<file path="config.mk">
export PLATFORM = sky130hd
export DESIGN_NAME = march_bist
export DESIGN_NICKNAME = d
export VERILOG_FILES = /design/src/rtl/march_bist.sv
export SDC_FILE = /design/constraint.sdc
export NUM_CORES = 1
export LEC_CHECK = 0
export BUFFER_PORTS_ARGS = -buffer_cell sky130_fd_sc_hd__buf_2
export CAP_MARGIN = 25
export CORE_MARGIN = 4
export CORE_UTILIZATION = 54
export DETAILED_ROUTE_END_ITERATION = 7
export PLACE_DENSITY = 0.83
export SKIP_LAST_GASP = 1
export SLEW_MARGIN = 20
export SYNTH_ARGS = -nofsm -noshare
export SYNTH_HDL_FRONTEND = slang
export SYNTH_SLANG_ARGS = --single-unit
</file>
<file path="constraint.sdc">
create_clock -name clk_i -period 3 [get_ports clk_i]
set_clock_uncertainty 0.15 [all_clocks]
set_input_delay 0.45 -clock clk_i [delete_from_list [all_inputs] [get_ports clk_i]]
set_output_delay 0.45 -clock clk_i [all_outputs]
set_load 0.01 [all_outputs]
</file>
<file path="src/rtl/march_bist.sv">
// March C- memory BIST controller: sweeps every word of every bank with a
// six-element March sequence, then checks read data through a compare pipeline
// whose delay matches the memory read latency.
module march_bist #(
    parameter int unsigned ADDR_W = 10,
    parameter int unsigned BANK_W = 6,
    parameter int unsigned DATA_W = 8,
    parameter int unsigned RD_LAT = 1
) (
    input  logic                       clk_i,
    input  logic                       rstn_i,
    input  logic                       bist_start_i,
    input  logic                       bist_abort_i,
    input  logic [DATA_W-1:0]          bist_bg_i,
    input  logic [DATA_W-1:0]          mem_odata_i,
    output logic [ADDR_W-1:0]          mem_addr_o,
    output logic                       mem_ce_o,
    output logic                       mem_web_o,
    output logic [(2**BANK_W)-1:0]     mem_csb_o,
    output logic [(2**BANK_W)-1:0]     mem_oeb_o,
    output logic [DATA_W-1:0]          mem_idata_o,
    output logic                       bist_busy_o,
    output logic                       bist_done_o,
    output logic                       bist_fail_o,
    output logic [BANK_W+ADDR_W-1:0]   fail_addr_o,
    output logic [DATA_W-1:0]          fail_exp_o,
    output logic [DATA_W-1:0]          fail_act_o,
    output logic [15:0]                fail_cnt_o
);

    localparam int unsigned LIN_W = BANK_W + ADDR_W;
    localparam int unsigned NB    = 2**BANK_W;
    localparam logic [LIN_W-1:0] LIN_MAX = '1;

    localparam logic [1:0] S_IDLE  = 2'd0;
    localparam logic [1:0] S_RUN   = 2'd1;
    localparam logic [1:0] S_DRAIN = 2'd2;
    localparam logic [1:0] S_DONE  = 2'd3;

    logic [1:0]        state_q, state_d;
    logic [2:0]        elem_q, elem_d;
    logic              phase_q, phase_d;
    logic [LIN_W-1:0]  cnt_q, cnt_d;
    logic [DATA_W-1:0] bg_q, bg_d;

    logic [ADDR_W-1:0] addr_q, addr_d;
    logic              ce_q, ce_d;
    logic              web_q, web_d;
    logic [NB-1:0]     csb_q, csb_d;
    logic [NB-1:0]     oeb_q, oeb_d;
    logic [DATA_W-1:0] idata_q, idata_d;
    logic              busy_q, busy_d;
    logic              done_q, done_d;
    logic              fail_q, fail_d;
    logic [LIN_W-1:0]  faddr_q, faddr_d;
    logic [DATA_W-1:0] fexp_q, fexp_d;
    logic [DATA_W-1:0] fact_q, fact_d;
    logic [15:0]       fcnt_q, fcnt_d;

    logic [RD_LAT:0]             pv_q, pv_d;
    logic [RD_LAT:0][LIN_W-1:0]  pa_q, pa_d;
    logic [RD_LAT:0][DATA_W-1:0] pe_q, pe_d;

    logic              op_two, op_rd, op_down, op_last;
    logic [LIN_W-1:0]  op_a;
    logic [DATA_W-1:0] op_rdata, op_wdata;
    logic              cmp_en, mismatch, push, flush;

    // Decode the current March element/phase into address, direction and data.
    always_comb begin
        op_two   = (elem_q != 3'd0) && (elem_q != 3'd5);
        op_rd    = (elem_q == 3'd5) || (op_two && !phase_q);
        op_down  = (elem_q == 3'd3) || (elem_q == 3'd4);
        op_a     = op_down ? ~cnt_q : cnt_q;
        op_rdata = ((elem_q == 3'd2) || (elem_q == 3'd4)) ? ~bg_q : bg_q;
        op_wdata = ((elem_q == 3'd1) || (elem_q == 3'd3)) ? ~bg_q : bg_q;
        op_last  = (elem_q == 3'd5) && (cnt_q == LIN_MAX);
    end

    // Next-state, registered-output and compare logic.
    always_comb begin
        state_d = state_q;
        elem_d  = elem_q;
        phase_d = phase_q;
        cnt_d   = cnt_q;
        bg_d    = bg_q;
        addr_d  = '0;
        ce_d    = 1'b0;
        web_d   = 1'b1;
        csb_d   = '1;
        oeb_d   = '1;
        idata_d = '0;
        busy_d  = busy_q;
        done_d  = done_q;
        fail_d  = fail_q;
        faddr_d = faddr_q;
        fexp_d  = fexp_q;
        fact_d  = fact_q;
        fcnt_d  = fcnt_q;
        push    = 1'b0;
        flush   = 1'b0;

        // Compare the oldest pipe entry against the returned read data.
        cmp_en   = pv_q[RD_LAT] && !bist_abort_i &&
                   ((state_q == S_RUN) || (state_q == S_DRAIN));
        mismatch = cmp_en && (mem_odata_i != pe_q[RD_LAT]);
        if (mismatch) begin
            fail_d = 1'b1;
            if (fcnt_q != 16'hFFFF) fcnt_d = fcnt_q + 16'd1;
            if (!fail_q) begin
                faddr_d = pa_q[RD_LAT];
                fexp_d  = pe_q[RD_LAT];
                fact_d  = mem_odata_i;
            end
        end

        case (state_q)
            S_IDLE, S_DONE: begin
                if (bist_start_i) begin
                    state_d = S_RUN;
                    elem_d  = 3'd0;
                    phase_d = 1'b0;
                    cnt_d   = '0;
                    bg_d    = bist_bg_i;
                    busy_d  = 1'b1;
                    done_d  = 1'b0;
                    fail_d  = 1'b0;
                    faddr_d = '0;
                    fexp_d  = '0;
                    fact_d  = '0;
                    fcnt_d  = '0;
                end
            end
            S_RUN: begin
                ce_d   = 1'b1;
                addr_d = op_a[ADDR_W-1:0];
                csb_d  = ~(NB'(1) << op_a[LIN_W-1:ADDR_W]);
                if (op_rd) begin
                    oeb_d   = csb_d;
                    idata_d = idata_q;
                    push    = 1'b1;
                end else begin
                    web_d   = 1'b0;
                    idata_d = op_wdata;
                end
                if (op_two && !phase_q) begin
                    phase_d = 1'b1;
                end else begin
                    phase_d = 1'b0;
                    cnt_d   = cnt_q + LIN_W'(1);
                    if (cnt_q == LIN_MAX) elem_d = elem_q + 3'd1;
                end
                if (op_last) state_d = S_DRAIN;
            end
            S_DRAIN: begin
                // Last read sits in the final stage; it is compared this edge.
                if (~|pv_q[RD_LAT-1:0]) begin
                    state_d = S_DONE;
                    busy_d  = 1'b0;
                    done_d  = 1'b1;
                end
            end
            default: state_d = S_IDLE;
        endcase

        if (bist_abort_i) begin
            state_d = S_IDLE;
            addr_d  = '0;
            ce_d    = 1'b0;
            web_d   = 1'b1;
            csb_d   = '1;
            oeb_d   = '1;
            idata_d = '0;
            busy_d  = 1'b0;
            done_d  = 1'b0;
            push    = 1'b0;
            flush   = 1'b1;
        end

        pv_d = flush ? '0 : {pv_q[RD_LAT-1:0], push};
        pa_d = {pa_q[RD_LAT-1:0], op_a};
        pe_d = {pe_q[RD_LAT-1:0], op_rdata};
    end

    // State, output and compare-pipe registers.
    always_ff @(posedge clk_i or negedge rstn_i) begin
        if (!rstn_i) begin
            state_q <= S_IDLE;
            elem_q  <= 3'd0;
            phase_q <= 1'b0;
            cnt_q   <= '0;
            bg_q    <= '0;
            addr_q  <= '0;
            ce_q    <= 1'b0;
            web_q   <= 1'b1;
            csb_q   <= '1;
            oeb_q   <= '1;
            idata_q <= '0;
            busy_q  <= 1'b0;
            done_q  <= 1'b0;
            fail_q  <= 1'b0;
            faddr_q <= '0;
            fexp_q  <= '0;
            fact_q  <= '0;
            fcnt_q  <= '0;
            pv_q    <= '0;
            pa_q    <= '0;
            pe_q    <= '0;
        end else begin
            state_q <= state_d;
            elem_q  <= elem_d;
            phase_q <= phase_d;
            cnt_q   <= cnt_d;
            bg_q    <= bg_d;
            addr_q  <= addr_d;
            ce_q    <= ce_d;
            web_q   <= web_d;
            csb_q   <= csb_d;
            oeb_q   <= oeb_d;
            idata_q <= idata_d;
            busy_q  <= busy_d;
            done_q  <= done_d;
            fail_q  <= fail_d;
            faddr_q <= faddr_d;
            fexp_q  <= fexp_d;
            fact_q  <= fact_d;
            fcnt_q  <= fcnt_d;
            pv_q    <= pv_d;
            pa_q    <= pa_d;
            pe_q    <= pe_d;
        end
    end

    assign mem_addr_o  = addr_q;
    assign mem_ce_o    = ce_q;
    assign mem_web_o   = web_q;
    assign mem_csb_o   = csb_q;
    assign mem_oeb_o   = oeb_q;
    assign mem_idata_o = idata_q;
    assign bist_busy_o = busy_q;
    assign bist_done_o = done_q;
    assign bist_fail_o = fail_q;
    assign fail_addr_o = faddr_q;
    assign fail_exp_o  = fexp_q;
    assign fail_act_o  = fact_q;
    assign fail_cnt_o  = fcnt_q;

endmodule

</file>
==> impl_metrics.json <==
{
  "cp_max_fo": 12,
  "p_seq_frac": 0.471,
  "die_area_um2": 22100,
  "port_buffers": 218,
  "drc": 0,
  "switching_power_mw": 2.40,
  "placed_area_um2": 12100,
  "arrival_ns": 2.94,
  "async_flop_share": 1.00,
  "routabilityCongestion": 0.911,
  "ys_ff_latch": 279,
  "p_sw_frac": 0.267,
  "h-tree-depth": 1,
  "finalSetupTns_ns": 0,
  "yosysTopAreaCell": "dfrtp_1",
  "grt_use_total": 0.224,
  "p_clk_frac": 0.388,
  "outcome": "finished, final reports clean",
  "cp_slowest_stage_delay_ns": 0.78,
  "yosys.area.top_type_share": 0.351,
  "io_pins": 219,
  "critPathLaunchType": "flip-flop",
  "die_w_um": 149,
  "yosys.cell_types.count": 57,
  "clock-sinks": 279,
  "power_mw": 9.02,
  "clockBufferDepth": 3,
  "cts_root_buffer": "clkbuf_16",
  "initial_core_util": 0.549,
  "synth_edf_count": 0,
  "synth.avg_cell_area_um2": 11.7,
  "finalSetupViolCount": 0,
  "slew-limit-headroom": 0.365,
  "ys.flop_type": "dfrtp_1",
  "p_per_area_nw_per_um2": 686,
  "insertion_delay_ns": 0.54,
  "detail-route-antenna-nets": 0,
  "cp_data_required_time_ns": 3.29,
  "drive_gt1_frac": 0.387,
  "grt_pass1_wl_mm": 40.1,
  "slowest_stage": "a21oi_1",
  "dr.pass1.iters": 7,
  "viasPerCell": 5.27,
  "diodes": 0,
  "cts_tree": "built",
  "ys_seq_area_frac": 0.668,
  "rsz0062_at_grt": "no",
  "core-area_um2": 19500,
  "drv_cap": 0,
  "cts_hold_buf": 9,
  "wl_per_cell_um": 17.5,
  "num_rows": 51,
  "post_cts_resized": 0,
  "cp_cell_sequence": "inv_1 -> ha_1 -> nor2_1 -> nand2_1 -> a21oi_1 -> and3_1 -> mux2i_1",
  "holdWs_ns": 0.0156,
  "layout_worst_path_cycle_share": 0.885,
  "grt_max_degree": 76,
  "hold_class": "in -> reg",
  "worstSetupEndpointType": "flip-flop",
  "ir_worst_vdd_uv": 535,
  "post_cts_buffers": 0,
  "synth_most_common_cell": "nand2_1",
  "internal-power_mw": 6.61,
  "die_h_um": 149,
  "cts_buffers": 28,
  "drtIter0Drc": 472,
  "combPwrFrac": 0.141,
  "clkTransAtPathRegs_ns": 0.06,
  "synthCells": 910,
  "final_area_um2": 13100,
  "via_count": 7546,
  "crit_type": "reg -> reg",
  "fin_nets": 1175,
  "slew_viol_final": 0,
  "fmax_mhz": 377,
  "yosysWarnings": 0,
  "tightest_slew_ns": 0.952,
  "antenna_found_initial": 1,
  "dp_hpwl_mm": 17.1,
  "grt-ovfl-total": 0,
  "synth.net_count": 940,
  "grt_pass1_vias": 7597,
  "synth_area_leaders": "dfrtp_1 35%, dfstp_2 32%, nand2_1 8.7%, xnor2_1 3.1%, o21ai_0 1.9%",
  "power.leakage_nw": 5.79,
  "syn_area_um2": 10700,
  "period_needed_ns": 2.65,
  "routed_wl_mm": 25.1,
  "finalHoldViolCount": 0,
  "synth_common_cells": "247 x nand2_1, 150 x dfrtp_1, 129 x dfstp_2",
  "synthToLayoutAreaGrowth_pct": 23.0
}
[power groups by stage]
| stage | Sequential [mW] | Combinational, mW | Clock, mW |
|---|---|---|---|
| global route | 4.28 | 1.41 | 3.72 |
| CTS | 4.25 | 1.27 | 3.56 |
| finish | 4.25 | 1.28 | 3.50 |
| global placement | 4.29 | 1.22 | 0 |
| floorplan | 4.28 | 0.825 | 0 |
| detailed placement | 4.31 | 1.25 | 0 |
[worst max-delay path: cells and delay by family (launching register included)]
family	cells	cell delay, ns
and+or+nand+nor	3	0.58
buffers and inverters	1	0.06
adders and majority gates	1	0.41
DFF	1	0.38
muxes	1	0.21
AOI/OAI and AO/OA	1	0.78
[stage by stage]
step,util,cells,worst slack [ns]
detailed placement,0.622,1371,0.284
CTS,0.675,1431,0.222
floorplan,-,910,0.875
global route,0.675,1431,0.170
finish,0.675,1431,0.346
global placement,0.622,1371,0.442
[routing by layer]
metal,GRT usage,vias up,part of all wire
met4,0.0665,2,0.025
met1,0.305,3744,0.41
met5,0,-,0.00052
met2,0.367,265,0.49
li1,-,3486,-
met3,0.0463,49,0.070
[state kept, by name (all words and copies together) (netlist names), 2 cells and up]
signal       cells
mem_idata_o      8
pe_d             8
pa_q            16
pe_q             8
pa_d            16
pv_q             2
fail_cnt_o      16
fail_exp_o       8
mem_addr_o      10
elem_q           3
bg_q             8
fail_addr_o     16
mem_oeb_o       64
mem_csb_o       64
cnt_q           16
state_q          2
fail_act_o       8
[final cells by class]
class	instances	area [um^2]
Clock buffer	43	847
Clock inverter	8	104
Fill cell	1418	6320
Inverter	14	52.6
Multi-Input combinational cell	569	3240
Sequential cell	279	7140
Tap cell	265	332
Timing Repair Buffer	253	1420
[cell usage in the layout (no fill, tap or decap), types with 5 or more instances in the layout]
cell / count
nor2_1: 35
dlygate4sd3_1: 9
buf_2: 217
xor2_1: 10
dfrtp_1: 150
mux2i_1: 15
nand2b_1: 9
clkbuf_16: 28
a31oi_1: 5
nand4_1: 7
o22ai_2: 8
nor4_1: 5
nand3_1: 16
o41ai_1: 5
nand2_1: 246
ha_1: 10
nor2b_1: 5
o22ai_1: 11
nor3_2: 6
o21ai_0: 40
xnor2_1: 38
a21oi_1: 12
clkbuf_1: 6
and3_1: 10
and2_1: 14
nor3_1: 14
buf_4: 23
dfstp_2: 129
inv_1: 14
clkbuf_8: 9
[cells by family after synthesis]
family,after synthesis,synth area share
mux,18,0.0188
simple gates,383,0.159
flops,279,0.668
fa+ha+maj,10,0.0117
compound gates,110,0.0726
buf+inv,62,0.0300
xor+xnor,48,0.0393
[path summary, 6_finish.rpt]
check | slack [ns] | depth (start not counted) | end | startpoint
max | 0.35 | 7 | fail_cnt_o[2]$_DFF_PN0_ | state_q[0]$_DFFE_PN0P_
min | 0.02 | 3 | fail_act_o[2]$_DFF_PN0_ | mem_odata_i[2]
max reg2reg | 0.35 | 7 | fail_cnt_o[2]$_DFF_PN0_ | state_q[0]$_DFFE_PN0P_
min reg2reg | 0.20 | 0 | pa_q[20]$_DFF_PN0_ | pa_d[20]$_DFF_PN0_
max in group asynchronous | 1.52 | 3 | fail_exp_o[3]$_DFF_PN0_ | rstn_i
min in group asynchronous | 0.32 | 2 | mem_idata_o[3]$_DFFE_PN0P_ | rstn_i
No activity file was read; power rests on OpenSTA's default activity.
